==> src/rtl/screen_dump.sv <==
// Streams the character RAM to the UART transmitter in row-major order,
// showing non-printable bytes as '.' and ending every row with CR LF.
module screen_dump #(
    parameter int COLS        = 50,
    parameter int ROWS        = 15,
    parameter int ADDR_W      = 12,
    parameter int HOLD_CYCLES = 2
) (
    input  logic              clk,
    input  logic              reset,
    input  logic              start,
    output logic              busy,
    output logic              done,
    output logic              ram_rd_en,
    output logic [ADDR_W-1:0] ram_rd_addr,
    input  logic [7:0]        ram_rd_data,
    output logic [7:0]        tx_data,
    output logic              tx_ready,
    input  logic              tx_busy
);
    localparam int COL_W  = (COLS > 1) ? $clog2(COLS) : 1;
    localparam int ROW_W  = (ROWS > 1) ? $clog2(ROWS) : 1;
    localparam int HOLD_W = (HOLD_CYCLES > 1) ? $clog2(HOLD_CYCLES) : 1;

    typedef enum logic [3:0] {
        IDLE, RD_REQ, RD_WAIT, SEND, HOLD, DRAIN, EOL_CR, EOL_LF, DONE
    } state_t;

    // Which byte of the row the current SEND/HOLD/DRAIN sequence carries.
    typedef enum logic [1:0] { PH_CELL, PH_CR, PH_LF } phase_t;

    state_t            state, state_next;
    phase_t            phase;
    logic [COL_W-1:0]  col;
    logic [ROW_W-1:0]  row;
    logic [HOLD_W-1:0] hold_cnt;
    logic              last_col, last_row, hold_done;
    logic [7:0]        cell_char;

    assign last_col  = (col == COL_W'(COLS - 1));
    assign last_row  = (row == ROW_W'(ROWS - 1));
    assign hold_done = (hold_cnt == HOLD_W'(HOLD_CYCLES - 1));
    assign cell_char = (ram_rd_data < 8'h20 || ram_rd_data >= 8'h7F) ? 8'h2E : ram_rd_data;

    // NOTE: sequential state uses <= so every register updates from the same pre-edge values.
    always_ff @(posedge clk) begin
        if (reset) state <= IDLE;
        else       state <= state_next;
    end

    // NOTE: every output and the next state get a default first, so no latch is inferred.
    always_comb begin
        state_next = state;
        busy       = (state != IDLE) && (state != DONE);
        done       = (state == DONE);
        ram_rd_en  = (state == RD_REQ);
        tx_ready   = (state == SEND);
        case (state)
            IDLE:    if (start) state_next = RD_REQ;
            RD_REQ:  state_next = RD_WAIT;
            RD_WAIT: state_next = SEND;
            SEND:    state_next = HOLD;
            HOLD:    if (hold_done) state_next = DRAIN;
            DRAIN: begin
                if (!tx_busy) begin
                    case (phase)
                        PH_CELL: state_next = last_col ? EOL_CR : RD_REQ;
                        PH_CR:   state_next = EOL_LF;
                        default: state_next = last_row ? DONE : RD_REQ;
                    endcase
                end
            end
            EOL_CR:  state_next = SEND;
            EOL_LF:  state_next = SEND;
            DONE:    state_next = IDLE;
            default: state_next = IDLE;
        endcase
    end

    always_ff @(posedge clk) begin
        if (reset) begin
            phase       <= PH_CELL;
            col         <= '0;
            row         <= '0;
            hold_cnt    <= '0;
            ram_rd_addr <= '0;
            tx_data     <= '0;
        end else begin
            case (state)
                IDLE: begin
                    if (start) begin
                        phase       <= PH_CELL;
                        col         <= '0;
                        row         <= '0;
                        ram_rd_addr <= '0;
                    end
                end
                RD_WAIT: tx_data  <= cell_char;
                EOL_CR:  tx_data  <= 8'h0D;
                EOL_LF:  tx_data  <= 8'h0A;
                SEND:    hold_cnt <= '0;
                HOLD:    hold_cnt <= hold_cnt + 1'b1;
                DRAIN: begin
                    if (!tx_busy) begin
                        case (phase)
                            PH_CELL: begin
                                if (last_col) begin
                                    phase <= PH_CR;
                                end else begin
                                    col         <= col + 1'b1;
                                    ram_rd_addr <= ram_rd_addr + 1'b1;
                                end
                            end
                            PH_CR: phase <= PH_LF;
                            default: begin
                                if (!last_row) begin
                                    phase       <= PH_CELL;
                                    row         <= row + 1'b1;
                                    col         <= '0;
                                    ram_rd_addr <= ram_rd_addr + 1'b1;
                                end
                            end
                        endcase
                    end
                end
                default: ;
            endcase
        end
    end
endmodule

==> config.mk <==
export PLATFORM = sky130hd
export DESIGN_NAME = screen_dump
export DESIGN_NICKNAME = d
export VERILOG_FILES = /design/src/rtl/screen_dump.sv
export SDC_FILE = /design/constraint.sdc
export NUM_CORES = 1
export LEC_CHECK = 0
export ABC_CLOCK_PERIOD_IN_PS = 5210
export BUFFER_PORTS_ARGS = -buffer_cell sky130_fd_sc_hd__buf_2
export CORE_ASPECT_RATIO = 0.6
export CORE_MARGIN = 1
export CORE_UTILIZATION = 30
export DETAILED_ROUTE_END_ITERATION = 12
export PLACE_DENSITY = 0.5
export SKIP_LAST_GASP = 1
export SLEW_MARGIN = 10
export SYNTH_ARGS = -nofsm -noshare
export SYNTH_HDL_FRONTEND = slang
export SYNTH_SLANG_ARGS = --single-unit
==> constraint.sdc <==
create_clock -name clk -period 5.21 [get_ports clk]
set_input_delay 0.521 -clock clk [delete_from_list [all_inputs] [get_ports clk]]
set_output_delay 0.521 -clock clk [all_outputs]
set_load 0.03 [all_outputs]
After elaboration in Yosys (flattened, before gate mapping)
Cells that the tools add are included.
{"block": "op_classes", "n_addsub": 4, "n_lt_le_gt_ge": 2, "n_eq_ne": 22, "mux": 33, "reduce_logical": 14}
{"cell": "$mux W12", "n": 4}
{"cell": "$pmux W12 S2", "n": 2}
{"cell": "$mux W4", "n": 8}
{"cell": "$mux W6", "n": 4}
{"cell": "$pmux W4 S6", "n": 1}
{"cell": "$pmux W6 S2", "n": 2}
{"cell": "$pmux W8 S3", "n": 1}
{"cell": "$eq A4 B3 Y1 const B", "n": 4}
{"cell": "$pmux W4 S2", "n": 2}
{"cell": "$add A12 B1 Y12 const B", "n": 1}
{"cell": "$ne A2 B2 Y1 const B", "n": 6}
{"cell": "$reduce_and A5 Y1", "n": 2}
{"cell": "$ne A3 B3 Y1 const B", "n": 3}
{"cell": "$eq A4 B2 Y1 const B", "n": 2}
{"cell": "$eq A4 B4 Y1 const B", "n": 2}
{"cell": "$ge A8 B7 Y1 const B", "n": 1}
{"cell": "$lt A8 B6 Y1 const B", "n": 1}
{"cell": "$mux W2", "n": 4}
{"cell": "$mux W8", "n": 1}
{"cell": "$ne A4 B4 Y1 const B", "n": 2}
{"cell": "$pmux W2 S2", "n": 2}
{"cell": "$add A6 B1 Y6 const B", "n": 1}
{"cell": "$eq A6 B6 Y1 const B", "n": 1}
{"cell": "$reduce_and A6 Y1", "n": 1}
{"cell": "other kinds (16)", "n": 17}
{"block": "totals", "reg_bits": 37, "input_bits": 12, "output_inout_bits": 24}

Longest topological paths before layout
{"block": "depth", "depth_word": 5, "ltp_mapped": 9, "mapped_depth_nobuf": 7}

Least setup slack after synthesis
Ideal clock, no wire load.
{"block": "synth_timing", "kind": "reg-to-output", "startpoint": "register state[1]", "endpoint": "output port done", "arrival_time_ps": 1388, "required_time_ps": 4689, "setup_slack_ps": 3301, "stages_incl_launch_ff": 5, "n_path_buf": 1, "path_cell_list": "dfxtp_1 -> clkbuf_1 -> nor3_1 -> inv_1 -> nor2_1"}
{"block": "synth_between", "elab_chain_cells": 1}
{"element": "start, declared", "line": "32", "source": "state_t state, state_next;"}
{"element": "start signal, assigned", "line": "48", "source": "else state <= state_next;"}
{"element": "$eq A4 B4 Y1", "line": "55", "source": "done = (state == DONE);"}
{"element": "end, declared", "line": "13", "source": "output logic done,"}
Every way passes these cells.

Worst setup path in the final report
{"block": "layout_timing", "startpoint": "register col[1]", "endpoint": "register ram_rd_addr[9]"}
{"block": "layout_between", "elab_chain_cells": 3}
{"element": "start, declared", "line": "34", "source": "logic [COL_W-1:0] col;"}
{"element": "start signal, assigned", "line": "110", "source": "col <= col + 1'b1;"}
{"element": "$eq A6 B6 Y1", "line": "40", "source": "assign last_col = (col == COL_W'(COLS - 1));"}
{"element": "$ne A3 B3 Y1 (no line)"}
{"element": "$reduce_and A6 Y1 (no line)"}
{"element": "end signal, assigned", "line": "111", "source": "ram_rd_addr <= ram_rd_addr + 1'b1;"}
{"element": "end signal, assigned", "line": "120", "source": "ram_rd_addr <= ram_rd_addr + 1'b1;"}
{"element": "end, declared", "line": "15", "source": "output logic [ADDR_W-1:0] ram_rd_addr,"}
Every way passes these cells.
A chain may end at the register's enable or synchronous reset.

==> summary.txt <==
Sw power: 176.8 uW
Tot Pwr: 584.9 uW
Die width: 107.1 um
Die Height: 65.06 um
Max Cap Violations: 0
Share of layout cells above drive strength 1: 0.1769
Endpoints failing hold: 0
Clock buffer count from CTS: 5
Initial core utilization: 0.3182
CP Data Required Time: 5440 ps
Switch share: 0.3022
Setup violations, final: 0
1st-iter DRT viols: 119
Cell variety after synth: 50
Most frequent cells in the layout: dfxtp_1, buf_2, a21oi_1
HPWL after DPL: 3511 um
Die area: 6968 um^2
Final wirelength: 4891 um
Logic pwr share: 0.143
Measured slew at the worst slew-check pin: 840.7 ps
I/O pin total: 36
CP peak stage delay: 610 ps
Vias in the first global route: 1702
Hold Slack: 459.5 ps
Post-Layout Cell Count: 361
Core area: 6248 um^2
CP Max Fanout: 29
Primary FF master, synth: dfxtp_1
Via-to-Cell Ratio: 5.219
Setup TNS Final: 0 ps
Critical Path End Type: flop
Multi-input gate area: 1135 um^2
GPL Wtd Cong: 0.7663
Setup crit start kind: flop
Drt pass-1 iters: 4
Grt ovf: 0
Worst-Skew Late Latency: 290 ps
FF+latch count, synth: 37
Clock Skew: 8.325 ps
EDFF count, synth: 0
Mapped cell area: 1988 um^2
Postcts setup bufs: 0
Syn Area/Cell: 8.017 um^2
RSZ-0062 raised after global routing: no
Seq. cell area: 740.7 um^2
Asr flop ratio synth: 0
Hold Crit Class: flop to flop
Syn-to-layout area delta: 14.85%
WL per Instance: 13.55 um
Hold_buf cts: 0
CTS tree: done
Syn Nets: 265
Commonest non-fill, non-tap cell in the layout: dfxtp_1
Initial antenna violation count: 0
Period utilization: 0.4259
LEAKAGE: 0.0008400 uW
Cells after DPL: 353
# nets final: 293
Fillers: 643
# rows: 22
Seq pwr share: 0.515
Largest net degree at the start of global routing: 31
Port bufs: 35
Worst EP arrival: 2440 ps
Post-CTS Resized: 0
Yosys warning count: 0
Vias: 1884
Power Dens Cells: 256.1 nW/um^2
Post-synthesis cell count: 248
Worst relative slew slack: 0.4396
Pins Over Slew Limit: 0
ANT nets after route: 0
Setup CP Type: flop to flop
Total GRT Usage: 0.1518
Sequential cell area fraction in the yosys report: 0.3726
Fmax: 450.7 MHz
CTS max path bufs: 2
Peak VDD IR: 0.1118 mV
Reg clk slew, reported paths: 80 ps
Clock sinks: 37
First-pass GRT wire length: 8266 um
CP max stage cell: or4_1
H-Tree Depth: 2
Final min period: 2219 ps
Drc violations: 0
Antenna diode count: 0
Root Buffer Master: clkbuf_8
P_int: 408.1 uW
Clock share of power: 0.342
Crit-path cells: inv_1 > ha_1 > nand3_1 > o2bb2ai_2 > o21a_1 > or4_1 > a21oi_1
Status: finished, final reports clean
==> cell usage after synthesis, drive strengths merged (2+ instances only) <==
library cell   n  area share
o21bai         2      0.0075
a211oi         2      0.0075
nand3          9       0.023
o31ai         10       0.038
and2           2      0.0063
o21ai         17       0.043
nor3b          2       0.010
and3           5       0.016
nand4          7       0.022
buf            9       0.028
nor3          10       0.025
ha             5       0.031
o21a           3       0.011
xor2           2      0.0088
or3            4       0.013
nor2          23       0.043
nor4           2      0.0063
xnor2          2      0.0088
nand2b         5       0.020
clkbuf         6       0.011
inv            9       0.017
dfxtp         37        0.37
o22ai          2      0.0063
nand2         18       0.034
a21oi         26       0.065
nor2b          2      0.0063
or4           10       0.038
==> per-stage QoR <==
step                      setup WS [ps]  utilization  cell area, um^2
after global placement             3004       0.3516             2197
final                              2991       0.3654             2283
after CTS                          2972       0.3654             2283
after detailed placement           3001       0.3516             2197
after floorplan                    3301            -             1988
after global routing               2701       0.3654             2283
==> critical path: cells and delay by family (launching register included) <==
family | cells | cell delay [ps]
AO/OA/AOI/OAI | 3 | 730
adder cells (fa/ha/maj) | 1 | 180
flip-flops | 1 | 410
AND/OR/NAND/NOR | 2 | 760
buffers and inverters | 1 | 60
==> cells by family after synthesis <==
group / after synthesis / synth area share
compound gates: 74 / 0.2328
xor+xnor: 4 / 0.01762
fa+ha+maj: 5 / 0.03147
buf+inv: 24 / 0.05664
flops: 37 / 0.3726
simple gates: 104 / 0.2889
==> power groups by stage <==
stage,clock network (uW),registers [uW],logic [uW]
floorplan,0,306,60.5
global placement,0,308,85.0
detailed placement,0,307,84.3
CTS,210,301,84.4
global route,220,303,93.5
finish,200,301,83.6
==> final timing paths <==
check / slack [ps] / endpoint / cells after the start / from
max reg2reg: 2990 / ram_rd_addr[9] / 7 / col[1]
min reg2reg: 460 / tx_data[5] / 2 / tx_data[5]
min: 460 / tx_data[5] / 2 / tx_data[5]
max: 2990 / ram_rd_addr[9] / 7 / col[1]
==> metal layers <==
metal  vias up  routed length, um  global-route usage
met1       859               2740              0.2380
met5         -                  0                   0
met2        42               1883              0.2000
met3         5                233             0.03320
li1        978                  -                   -
met4         0                 34             0.04110
==> layout make-up <==
class	count	area share
sequential	37	0.3244
clock inverter	3	0.007671
timing repair buffer	36	0.08000
inverter	9	0.01479
tap	84	0.04603
clock buffer	5	0.03014
multi-input combinational	187	0.4970
==> sequential cells by signal, indices dropped and copies added, names as in the netlist <==
| name | cells |
|---|---|
| row | 4 |
| hold_cnt | 1 |
| ram_rd_addr | 12 |
| col | 6 |
| state | 4 |
| phase | 2 |
| tx_data | 8 |
(Power assumes the default switching activity.)
